$ cat src/rtl/frame_timer_pkg.sv
// Shared types and constants for the receive-frame bit-timing sequencer.
package frame_timer_pkg;

   typedef enum logic [1:0] {
      IDLE = 2'd0,
      HALF = 2'd1,
      DATA = 2'd2,
      STOP = 2'd3
   } state_t;

   localparam int MIN_CLKS_PER_BIT = 2;

endpackage

$ cat src/rtl/flex_counter.sv
// Saturating up-counter with synchronous clear; rollover_flag is high while
// the count equals rollover_val.
module flex_counter #(
   parameter int NUM_CNT_BITS = 4
) (
   input  logic                    clk,
   input  logic                    n_rst,
   input  logic                    clear,
   input  logic                    count_enable,
   input  logic [NUM_CNT_BITS-1:0] rollover_val,
   output logic [NUM_CNT_BITS-1:0] count_out,
   output logic                    rollover_flag
);

   localparam logic [NUM_CNT_BITS-1:0] ONE = {{(NUM_CNT_BITS-1){1'b0}}, 1'b1};

   always_ff @(posedge clk or negedge n_rst) begin
      if (!n_rst)
         count_out <= '0;
      else if (clear)
         count_out <= '0;
      else if (count_enable && (count_out != rollover_val))
         count_out <= count_out + ONE;
   end

   assign rollover_flag = (count_out == rollover_val);

endmodule

$ cat src/rtl/frame_timer.sv
// Times one serial receive frame after a start-bit detect: half period to the
// start-bit centre, one strobe per data bit, then a stop-bit strobe.
import frame_timer_pkg::*;

module frame_timer #(
   parameter int CLK_CNT_BITS = 8,
   parameter int BIT_CNT_BITS = 4
) (
   input  logic                    clk,
   input  logic                    rst,
   input  logic                    start,
   input  logic                    abort,
   input  logic [CLK_CNT_BITS-1:0] clks_per_bit,
   input  logic [BIT_CNT_BITS-1:0] data_bits,
   output logic                    busy,
   output logic                    shift_strobe,
   output logic                    stop_strobe,
   output logic                    frame_done,
   output logic [BIT_CNT_BITS-1:0] bit_index
);

   localparam logic [CLK_CNT_BITS-1:0] P_MIN = CLK_CNT_BITS'(MIN_CLKS_PER_BIT);
   localparam logic [CLK_CNT_BITS-1:0] ONE_C = {{(CLK_CNT_BITS-1){1'b0}}, 1'b1};
   localparam logic [BIT_CNT_BITS:0]   ONE_B = {{BIT_CNT_BITS{1'b0}}, 1'b1};

   state_t                  state, state_nx;
   logic [CLK_CNT_BITS-1:0] p_lat, p_sel, half_len, clk_roll, clk_cnt;
   logic [BIT_CNT_BITS-1:0] n_lat, bit_cnt;
   logic [BIT_CNT_BITS:0]   bit_cnt_inc;
   logic                    clk_flag, bit_flag, last_bit, start_ok;
   logic                    phase_end, shift_nx, stop_nx;

   assign p_sel       = (clks_per_bit < P_MIN) ? P_MIN : clks_per_bit;
   assign half_len    = p_lat >> 1;
   // Phase of length L is entered with the counter at 0 and ends on the edge
   // after the count reaches L-1, so the rollover target is one below L.
   assign clk_roll    = (state == HALF) ? (half_len - ONE_C) : (p_lat - ONE_C);
   assign bit_cnt_inc = {1'b0, bit_cnt} + ONE_B;
   assign last_bit    = (bit_cnt_inc == {1'b0, n_lat});
   assign start_ok    = (state == IDLE) && start && !abort;

   flex_counter #(.NUM_CNT_BITS(CLK_CNT_BITS)) u_clk_cnt (
      .clk           (clk),
      .n_rst         (~rst),
      .clear         (abort | start_ok | phase_end),
      .count_enable  (state != IDLE),
      .rollover_val  (clk_roll),
      .count_out     (clk_cnt),
      .rollover_flag (clk_flag)
   );

   flex_counter #(.NUM_CNT_BITS(BIT_CNT_BITS)) u_bit_cnt (
      .clk           (clk),
      .n_rst         (~rst),
      .clear         (abort | start_ok),
      .count_enable  (shift_nx),
      .rollover_val  (n_lat),
      .count_out     (bit_cnt),
      .rollover_flag (bit_flag)
   );

   always_ff @(posedge clk or posedge rst) begin
      if (rst)
         state <= IDLE;
      else
         state <= state_nx;
   end

   always_comb begin
      state_nx  = state;
      phase_end = 1'b0;
      shift_nx  = 1'b0;
      stop_nx   = 1'b0;
      if (abort) begin
         state_nx = IDLE;
      end else begin
         case (state)
            IDLE: if (start) state_nx = HALF;
            HALF: if (clk_flag) begin
               phase_end = 1'b1;
               // bit counter is still 0 here, so its flag means N == 0
               state_nx  = bit_flag ? STOP : DATA;
            end
            DATA: if (clk_flag) begin
               phase_end = 1'b1;
               shift_nx  = 1'b1;
               if (last_bit) state_nx = STOP;
            end
            STOP: if (clk_flag) begin
               phase_end = 1'b1;
               stop_nx   = 1'b1;
               state_nx  = IDLE;
            end
            default: state_nx = IDLE;
         endcase
      end
   end

   always_ff @(posedge clk or posedge rst) begin
      if (rst) begin
         p_lat        <= P_MIN;
         n_lat        <= '0;
         busy         <= 1'b0;
         shift_strobe <= 1'b0;
         stop_strobe  <= 1'b0;
         frame_done   <= 1'b0;
         bit_index    <= '0;
      end else begin
         if (start_ok) begin
            p_lat <= p_sel;
            n_lat <= data_bits;
         end
         busy         <= (state != IDLE) && !abort;
         shift_strobe <= shift_nx;
         stop_strobe  <= stop_nx;
         frame_done   <= stop_nx;
         // trails the bit counter by one cycle, so it reads j after strobe j
         if (abort || start_ok)
            bit_index <= '0;
         else if (state != IDLE)
            bit_index <= bit_cnt;
      end
   end

endmodule

$ cat config.mk
export PLATFORM = sky130hd
export DESIGN_NAME = frame_timer
export DESIGN_NICKNAME = d
export VERILOG_FILES = /design/src/rtl/frame_timer_pkg.sv /design/src/rtl/flex_counter.sv /design/src/rtl/frame_timer.sv
export SDC_FILE = /design/constraint.sdc
export NUM_CORES = 1
export LEC_CHECK = 0
export ABC_CLOCK_PERIOD_IN_PS = 3480
export CORE_ASPECT_RATIO = 1.2
export CORE_MARGIN = 2
export CORE_UTILIZATION = 56
export CTS_CLUSTER_DIAMETER = 200
export DETAILED_ROUTE_END_ITERATION = 12
export PLACE_DENSITY = 0.8
export SLEW_MARGIN = 20
export SYNTH_ARGS = -nofsm -noshare
export SYNTH_HDL_FRONTEND = slang
export SYNTH_SLANG_ARGS = --single-unit
$ cat constraint.sdc
create_clock -name clk -period 3.48 [get_ports clk]
set_clock_uncertainty 0.05 [all_clocks]
set_input_delay 0.87 -clock clk [delete_from_list [all_inputs] [get_ports clk]]
set_output_delay 0.87 -clock clk [all_outputs]
set_load 0.05 [all_outputs]
# --- After elaboration in Yosys (flattened, before gate mapping) ---
# Index checks and enable logic that the tools add are counted.
op_classes:
  reduce_logical: 14
  addsub: 5
  eq_ne: 13
  n_shift: 0
  n_mux: 23
  magnitude_cmp: 1
  div_mod_pow: 0
  n_bitwise: 2
  mul: 0
ops:
  columns: ["cell", "n"]
  rows:
  - ["$mux 8", 4]
  - ["$mux 4", 4]
  - ["$ne 3x3->1 const B", 5]
  - ["$mux 2", 6]
  - ["$add 8x1->8 const B", 1]
  - ["$eq 8x8->1", 1]
  - ["$lt 8x2->1 const B", 1]
  - ["$mux 1", 8]
  - ["$ne 8x8->1", 1]
  - ["$pmux 2 s4", 1]
  - ["$reduce_bool 2->1", 4]
  - ["$sub 7x1->8 const B", 1]
  - ["$sub 8x1->8 const B", 1]
  - ["$add 4x1->5 const B", 1]
  - ["$eq 5x4->1", 1]
  - ["$logic_and 1x1->1", 5]
  - ["$reduce_and 5->1", 1]
  - ["$add 4x1->4 const B", 1]
  - ["$eq 2x2->1 const B", 2]
  - ["$eq 4x4->1", 1]
  - ["$ne 4x4->1", 1]
  - ["$reduce_or 3->1", 1]
  - ["$eq 2x1->1 const B", 1]
  - ["$logic_not 2->1", 1]
  - ["3 further kinds", 4]
word_totals:
  input_bits: 16
  out_inout_bits: 8
  reg_bits: 33
  mem_bits_ro: 0
  n_memories: 0
  wordCells: 67
  mem_bits_rw: 0
  latchBits: 0

# --- Logic depth before layout (Yosys ltp) ---
# Gate-level depths: netlist of run 1.
depth:
  depth_word: 9
  depth_mapped: 13
  ltp_nobuf: 11

# --- By module ---
# Synthesis of run 1 repeated with hierarchy kept, for this count alone.
unflattened:
  cells_unflattened: 221
  area_unflattened_um2: 2212.1
by_module_without_submodules:
  columns: ["mod", "seq_area_each_um2", "n_inst", "area_per_inst_um2", "cells_each"]
  rows:
  - ["frame_timer", 526.8, 1, 1400.1, 143]
  - ["flex_counter at u_clk_cnt", 200.2, 1, 548.0, 55]
  - ["flex_counter at u_bit_cnt", 100.1, 1, 264.0, 23]

# --- Worst setup path before layout of run 1 ---
# Ideal clock, no wire load.
synth_timing:
  path_kind: "reg-to-reg"
  startpoint: "reg state[1]"
  endpoint: "reg u_bit_cnt.count_out[0]"
  setup_time_ps: 79
  required_ps: 3351
  synth_period_minus_slack_ps: 2702
  arrival_time_ps: 2573
  setup_slack_ps: 778
  stages_incl_launch_ff: 14
  path_buffers: 2
  cell_sequence: "dfrtp_1 inv_1 ha_1 buf_6 buf_8 mux2i_1 ha_1 nand2b_1 a21oi_1 o221ai_2 xor2_1 nand3_4 nor4_4 mux2i_1"
synth_via:
  elab_chain_cells: 8
  word_cells_on_any_way: 14
  classes_between: "eq/ne: 3; mux: 5; bitwise: 1; reduce/logical: 5"
synth_lines:
  columns: ["item", "line_no", "source"]
  rows:
  - ["from (decl)", "frame_timer.sv:26", "state_t state, state_nx;"]
  - ["from (signal assigned)", "frame_timer.sv:66", "state <= state_nx;"]
  - ["$eq 2x1->1", "frame_timer.sv:37", "assign clk_roll = (state == HALF) ? (half_len - ONE_C) : (p_lat - ONE_C);"]
  - ["$mux 8", "frame_timer.sv:37", null]
  - ["$eq 8x8->1", "flex_counter.sv:26", "assign rollover_flag = (count_out == rollover_val);"]
  - ["$mux 1", "frame_timer.sv:84", "DATA: if (clk_flag) begin"]
  - ["$mux 1", "frame_timer.sv:77", "case (state)"]
  - ["$mux 1", "frame_timer.sv:74", "if (abort) begin"]
  - ["$logic_and 1x1->1", "flex_counter.sv:22", "else if (count_enable && (count_out != rollover_val))"]
  - ["$reduce_bool 2->1 (no line)", null, null]
  - ["to (signal assigned)", "flex_counter.sv:23", "count_out <= count_out + ONE;"]
  - ["to (decl)", "flex_counter.sv:11", "output logic [NUM_CNT_BITS-1:0] count_out,"]
# Several ways; a longest one is shown, not always the timed one.
# A chain may end at the register's enable or synchronous reset.

# --- Worst setup path in the final report of run 1 ---
layout_timing:
  startpoint: "reg state[1]"
  endpoint: "reg u_bit_cnt.count_out[3]"
# Same word-level chain as after synthesis.

==> impl_metrics.ini, run 1 <==
[run_status]
outcome = finished clean

[grt]
grt_pass1_wl_um = 7250
first_global_vias = 1608
global_route.usage.total = 0.225
grt_antenna_before_repair = 0
grt_start_max_net_pins = 34
grt_overflow = 0

[sta]
post-route-period-util = 0.881
setup_viol = 0
tightestPinTransition_ps = 617
finalSetupTns_ps = 0
final_critical_path_setup_slack_ps = 416
hold_violation_count_in_the_final_report = 0
period_needed_ps = 3060
slew_violations = 0
timing.max_slew.rel_slack = 0.585
max_freq_ghz = 0.326
rsz_0062_raised_after_global_routing = false

[yosys]
synthesis.area_um2 = 2100
yosys_warnings = 0
edff_count_synth = 0
synth_area_per_inst_um2 = 10.1
yosys.cell_types.count = 51
ys_ff_latch = 33
synth.net_count = 231
ys_async_sr_fraction = 1.00
postSynthCellCount = 207
seq_area_frac_synth = 0.394
synth_top_flop_cell = dfrtp_1

[critical_path]
timing_worst_setup_path_type = flop to flop
r2r_setup_slack_ps = 420
timing.critical_path.to_type = flop
worst_ep_arrival_time_ps = 3230
timing.critical_path.from = state[1]
worstPathMaxFanout = 8
rr_endpoint = u_bit_cnt.count_out[3]
reg2reg_launch_point = state[1]
worstRegToRegCells = 11
worst-endpoint-required_ps = 3640
timing.critical_path.from_type = flop

[cts]
insertion_delay_ps = 290
post-cts-setup-buffer-count = 0
cts.sinks = 33
hold_buffers = 0
cts-root-to-sink-buffers = 2
cts_max_level = 2
clockRootBuffer = clkbuf_8
clkTransAtPathRegs_ps = 70
tritoncts.num_buffers = 5
cts_tree = yes
cells_resized_by_post_cts_repair = 0

[pwr]
post_route_total_power_mw = 1.64
cell_pwr_density_nw_per_um2 = 673
leakagePower_nw = 1.01
ir_drop_uv = 419

[drt]
totalWireLength_um = 4220
drc = 0
post_drt_wl_per_cell_um = 15.5
num_vias = 1601
number_of_vias_per_cell = 5.89
drtAntennaViolNets = 0
detail_route.first_pass.iterations = 4
detailedRoute.firstIterationViolations = 67

[floorplanning]
coreArea_um2 = 3600
io_pins = 24
floorplan.die_area_um2 = 4250
die_w_um = 59.9
floorplan.die.height_um = 71.0
rows = 24
start_util = 0.582

[placed_design]
gp_routability_congestion = 0.882
dpl.hpwl_um = 3140
postPlaceCellArea_um2 = 2340
post-place-ws_ps = 409
portBuffers = 23

[finish]
layout.cells.most_common_list = dfrtp_1 (32), clkdlybuf4s50_1 (23), nand2_1 (20), xor2_1 (14), nor2_1 (12)
design.final.nets = 256
multi_input_comb_area_um2 = 1180
seqCellArea_um2 = 827
areaGrowthSynthToFinish_pct = 16.3
final_cell_area_um2 = 2440
number_of_filler_cells_placed_in_the_layout = 307
antenna_cells = 0
layout-drive-gt1-share = 0.137
layout.cells.most_common = dfrtp_1

[min_path]
min-delay-path-class = flop to flop
hold_path.startpoint = bit_index[2]
worst_hold_path.endpoint = bit_index[2]
worstHoldPathCells = 2

[flow_run]
maxCapViolations = 0
## Yosys cell counts (2+ instances only)
cell | instances | area, um^2
nand2b_1 | 9 | 56.3
nor2b_1 | 2 | 12.5
o21ai_1 | 2 | 10.0
a31oi_1 | 2 | 12.5
mux2i_1 | 10 | 100
clkbuf_1 | 3 | 11.3
nand3_1 | 7 | 35.0
o21ai_0 | 5 | 25.0
or4_1 | 2 | 15.0
a21oi_1 | 5 | 25.0
nor2_1 | 12 | 45.0
nor4_2 | 2 | 25.0
buf_4 | 2 | 15.0
nand4_1 | 4 | 25.0
xnor2_1 | 11 | 96.3
and3_1 | 2 | 12.5
nand3b_1 | 2 | 15.0
inv_1 | 7 | 26.3
xor2_1 | 14 | 123
nand2_1 | 20 | 75.1
mux2_2 | 10 | 113
and2_1 | 2 | 12.5
nor4_1 | 2 | 12.5
dfrtp_1 | 32 | 801
ha_1 | 8 | 100
buf_6 | 2 | 22.5
nor3_1 | 4 | 20.0
## registers in the layout (all words and copies together), names as in the netlist
| name | cells |
|---|---|
| p_lat | 8 |
| u_clk_cnt.count_out | 8 |
| bit_index | 4 |
| n_lat | 4 |
| u_bit_cnt.count_out | 4 |
| state | 2 |
| busy | 1 |
| frame_done | 1 |
| shift_strobe | 1 |
## through the flow
step	util	std cells	hold WS, ps
after floorplan	-	207	444
after global placement	0.649	264	418
after detailed placement	0.649	264	425
after CTS	0.677	272	442
after global routing	0.677	272	458
final	0.677	272	441
## per-layer routing
metal	track usage	wire (um)	vias up
met1	0.271	1730	790
li1	-	-	779
met4	0.106	132	0
met3	0.0512	106	11
met5	0	0	-
met2	0.373	2250	21
## report_power, final
part | switching (mW) | leakage (nW) | internal, mW | total [mW]
clock | 0.143 | 0.0542 | 0.179 | 0.322
sequential | 0.124 | 0.431 | 0.477 | 0.601
combinational | 0.375 | 0.526 | 0.344 | 0.718
## cell families (layout without fill, tap and decap cells)
logic type	after synthesis	count (layout)	share of synthesized area
compound gates	29	29	0.101
xor+xnor	25	25	0.104
fa+ha+maj	8	8	0.0477
buf+inv	16	42	0.0447
flops	33	33	0.394
mux	20	20	0.101
simple gates	76	76	0.206
## final cells by class
class                           count  share of cell area
Sequential cell                    33               0.339
Inverter                            7              0.0108
Clock inverter                      1             0.00205
Tap cell                           39              0.0200
Clock buffer                        7              0.0395
Timing Repair Buffer               27               0.107
Multi-Input combinational cell    158               0.482
## worst max-delay path, cell delays in order, from the launching register on
cell and delay (ps):
dfrtp_1 430, inv_1 120, ha_1 340, mux2i_1 330, ha_1 240, nand2b_1 120, a21oi_1 190, o221ai_2 120
xor2_1 330, nand3_4 200, nor4_2 290, mux2i_1 230
## worst max path at each step
stage | endpoint | depth (start not counted) | slack [ps]
after global placement | u_bit_cnt.count_out[1] | 11 | 590
after detailed placement | u_bit_cnt.count_out[3] | 11 | 410
after floorplan | u_bit_cnt.count_out[0] | 13 | 780
final | u_bit_cnt.count_out[3] | 11 | 420
after CTS | u_bit_cnt.count_out[3] | 11 | 390
after global routing | u_bit_cnt.count_out[0] | 11 | 70
(Power assumes the default switching activity.)
==> run 2, diff against run 1 <==
--- a/constraint.sdc
+++ b/constraint.sdc
@@ -3,3 +3,3 @@
 set_input_delay 0.87 -clock clk [delete_from_list [all_inputs] [get_ports clk]]
 set_output_delay 0.87 -clock clk [all_outputs]
-set_load 0.05 [all_outputs]
+set_load 0.1 [all_outputs]
==> impl_metrics.ini, run 2 (synthesis gave the netlist of run 1 again) <==
[run_status]
outcome = finished clean

[critical_path]
timing_worst_setup_path_type = flop to flop
timing.critical_path.from_type = flop
timing.critical_path.to_type = flop
worst-endpoint-required_ps = 3650
worstPathMaxFanout = 8
worst_ep_arrival_time_ps = 3190

[sta]
rsz_0062_raised_after_global_routing = false
post-route-period-util = 0.869
finalSetupTns_ps = 0
tightestPinTransition_ps = 712
setup_viol = 0
final_critical_path_setup_slack_ps = 455
slew_violations = 0
max_freq_ghz = 0.331
timing.max_slew.rel_slack = 0.521
hold_violation_count_in_the_final_report = 0
period_needed_ps = 3030

[cts]
hold_buffers = 0
clockRootBuffer = clkbuf_8
post-cts-setup-buffer-count = 0
cts_tree = yes
cts-root-to-sink-buffers = 2
clkTransAtPathRegs_ps = 70
insertion_delay_ps = 290
cts.sinks = 33
cts_max_level = 2
cells_resized_by_post_cts_repair = 0
tritoncts.num_buffers = 5

[grt]
global_route.usage.total = 0.218
grt_overflow = 0
first_global_vias = 1539
grt_pass1_wl_um = 6870
grt_start_max_net_pins = 34
grt_antenna_before_repair = 0

[placed_design]
portBuffers = 23
dpl.hpwl_um = 3100
post-place-ws_ps = 489
gp_routability_congestion = 0.872

[pwr]
internal-power_mw = 0.998
power_switching_share = 0.399
power.switching_mw = 0.662
pwr-share-clk = 0.195
cell_pwr_density_nw_per_um2 = 686
combinationalPowerShare = 0.443
leakagePower_nw = 1.03
ir_drop_uv = 433
seq_power_share = 0.363

[finish]
layout.cells.most_common_list = dfrtp_1 (32), nand2_1 (20), clkdlybuf4s50_1 (15), xor2_1 (14)
layout-drive-gt1-share = 0.172
design.final.nets = 256
layout.cells.most_common = dfrtp_1
antenna_cells = 0
areaGrowthSynthToFinish_pct = 15.4
top_regs = p_lat (8), u_clk_cnt.count_out (8)

[drt]
drtAntennaViolNets = 0
number_of_vias_per_cell = 5.85
detailedRoute.firstIterationViolations = 46
totalWireLength_um = 4230
detail_route.first_pass.iterations = 4
num_vias = 1591
drc = 0
post_drt_wl_per_cell_um = 15.6

[min_path]
min-delay-path-class = flop to flop

[flow_run]
maxCapViolations = 0

[floorplanning]
rows = 24
io_pins = 24
floorplan.die.height_um = 71.0
start_util = 0.582
floorplan.die_area_um2 = 4250
coreArea_um2 = 3600
die_w_um = 59.9
==> run 2: stage by stage <==
stage          power [mW]  hold WS, ps  utilization  std cells  cell area, um^2
3_5_place_dp         1.34          426        0.643        264             2320
3_3_place_gp         1.32          418        0.643        264             2320
5_1_grt              1.77          477        0.672        272             2420
6_report             1.66          443        0.672        272             2420
4_1_cts              1.66          444        0.672        272             2420
2_1_floorplan        1.22          444            -        207             2100
==> run 2: final timing paths <==
path | start | endpoint | slack, ps | cells after the start
setup / recovery | state[1] | u_bit_cnt.count_out[0] | 450 | 11
hold reg to reg | bit_index[1] | bit_index[1] | 440 | 2
min in group asynchronous | rst | n_lat[3] | 910 | 3
setup reg to reg | state[1] | u_bit_cnt.count_out[0] | 450 | 11
max in group asynchronous | rst | p_lat[1] | 2140 | 3
hold / removal | bit_index[1] | bit_index[1] | 440 | 2
==> run 2: power by group through the flow <==
stage,logic [mW],registers [mW],clock network [mW]
detailed placement,0.732,0.607,0
global placement,0.715,0.603,0
global route,0.807,0.620,0.339
floorplan,0.633,0.585,0
CTS,0.740,0.601,0.325
finish,0.736,0.602,0.323
==> run 2: worst max-delay path, cell delays in order, from the launching register on <==
cell,delay [ps]
dfrtp_1,430
inv_1,120
ha_1,340
mux2i_1,330
ha_1,230
nand2b_1,110
a21oi_1,190
o221ai_2,130
xor2_1,320
nand3_4,200
nor4_4,300
mux2i_1,210
==> run 2: area by class of cell <==
type                    count  area, um^2
well taps                  39        48.8
fillers                   290        1180
multi-input cells         158        1180
clock buffers               7        96.3
clock inverters             1        5.00
flip-flops and latches     33         827
repair buffers             27         240
inverters                   7        26.3
==> run 2: per-layer routing <==
layer	vias to the layer above	track usage	wire, um
li1	786	-	-
met1	765	0.241	1660
met2	29	0.378	2310
met3	11	0.0585	143
met4	0	0.0988	121
met5	-	0	0
==> run 3, diff against run 2 <==
- CORE_MARGIN: 2 -> unset
- HOLD_SLACK_MARGIN: unset -> 0.08
==> impl_metrics.ini, run 3 (synthesis gave the netlist of run 1 again) <==
[cts]
clkTransAtPathRegs_ps = 70
cts_max_level = 2
tritoncts.num_buffers = 5
cts.sinks = 33
cts_tree = yes
clockRootBuffer = clkbuf_8
post-cts-setup-buffer-count = 0
cells_resized_by_post_cts_repair = 0
insertion_delay_ps = 290
hold_buffers = 0
cts-root-to-sink-buffers = 2

[sta]
max_freq_ghz = 0.330
tightestPinTransition_ps = 630
whs_ps = 437
post-route-period-util = 0.871
hold_violation_count_in_the_final_report = 0
slew_violations = 0
setup_viol = 0
period_needed_ps = 3030
rsz_0062_raised_after_global_routing = false
timing.max_slew.rel_slack = 0.579
finalSetupTns_ps = 0

[grt]
grt_overflow = 0
first_global_vias = 1546
grt_pass1_wl_um = 6980
global_route.usage.total = 0.231
grt_start_max_net_pins = 18
grt_antenna_before_repair = 0

[drt]
number_of_vias_per_cell = 5.71
num_vias = 1552
post_drt_wl_per_cell_um = 15.0
drtAntennaViolNets = 0
detailedRoute.firstIterationViolations = 37
totalWireLength_um = 4080
drc = 0
detail_route.first_pass.iterations = 4

[critical_path]
worst_ep_arrival_time_ps = 3190
crit_path_max_incr_delay_ps = 430
crit_path_cell_trace = inv_1 -> ha_1 -> mux2i_1 -> ha_1 -> nand2b_1 -> a21oi_1 -> o221ai_2 -> xor2_1 -> nand3_4 -> nor4_4 -> mux2i_1
worstPathBufferInverterCount = 1
critical-path-slowest-cell = dfrtp_1
timing.critical_path.from_type = flop
critical-path-top-delay-family = simple AND/OR/NAND/NOR gates
timing.critical_path.to_type = flop
worstPathMaxFanout = 8
timing_worst_setup_path_type = flop to flop
worst-endpoint-required_ps = 3640

[floorplanning]
start_util = 0.582
die_w_um = 57.9
coreArea_um2 = 3600
rows = 24
io_pins = 24
floorplan.die.height_um = 69.0
floorplan.die_area_um2 = 3990

[finish]
antenna_cells = 0
layout.cells.most_common_list = dfrtp_1 (32), nand2_1 (20), clkdlybuf4s50_1 (15), xor2_1 (14)
number_of_filler_cells_placed_in_the_layout = 297
design.final.nets = 256
layout.cells.most_common = dfrtp_1
layout-drive-gt1-share = 0.172
areaGrowthSynthToFinish_pct = 16.9
final_core_utilization = 0.681
top_regs = p_lat (8), u_clk_cnt.count_out (8)

[pwr]
leakagePower_nw = 1.04
cell_pwr_density_nw_per_um2 = 716
ir_drop_uv = 384

[run_status]
outcome = finished clean

[flow_run]
maxCapViolations = 0

[placed_design]
dpl.hpwl_um = 3100
gp_routability_congestion = 0.865
portBuffers = 23

[min_path]
min-delay-path-class = flop to flop
-- run 3: path summary, 6_finish.rpt --
path                            slack (ps)  cells past startpoint                endpoint         start
worst max-delay path                   450                     11  u_bit_cnt.count_out[1]      state[1]
worst min-delay path                   440                      2            bit_index[2]  bit_index[2]
worst max register to register         450                     11  u_bit_cnt.count_out[1]      state[1]
worst min register to register         440                      2            bit_index[2]  bit_index[2]
max in group asynchronous             1800                      3                    busy           rst
min in group asynchronous              910                      2  u_bit_cnt.count_out[0]           rst
-- run 3: stage by stage --
stage               worst slack (ps)  cell area [um^2]  std cells  power, mW
floorplan                        778              2100        207       1.22
detailed placement               463              2320        264       1.34
CTS                              433              2450        272       1.77
finish                           448              2450        272       1.75
global route                     165              2450        272       1.88
global placement                 588              2320        264       1.32
-- run 3: power by group --
group	switching, mW	internal (mW)	leakage (nW)
Clock	0.141	0.284	0.0681
Sequential	0.124	0.477	0.431
Combinational	0.386	0.342	0.542
-- run 3: cell type report --
type / instances / area [um^2] / share of cell area
well taps: 39 / 48.8 / 0.0199
inverters: 7 / 26.3 / 0.0107
flip-flops and latches: 33 / 827 / 0.337
repair buffers: 27 / 240 / 0.0980
clock inverters: 3 / 65.1 / 0.0265
clock buffers: 5 / 68.8 / 0.0281
multi-input cells: 158 / 1180 / 0.480
-- run 3: worst register-to-register path, cell delays in order (launching register included) --
cell and delay (ps):
dfrtp_1 430, inv_1 120, ha_1 330, mux2i_1 320, ha_1 230, nand2b_1 110, a21oi_1 180, o221ai_2 120
xor2_1 320, nand3_4 210, nor4_4 310, mux2i_1 210
-- run 3: layer usage --
metal | track usage | wire [um]
met1 | 0.276 | 1700
met2 | 0.391 | 2180
met4 | 0.0926 | 96
met5 | 0 | 0
met3 | 0.0563 | 102
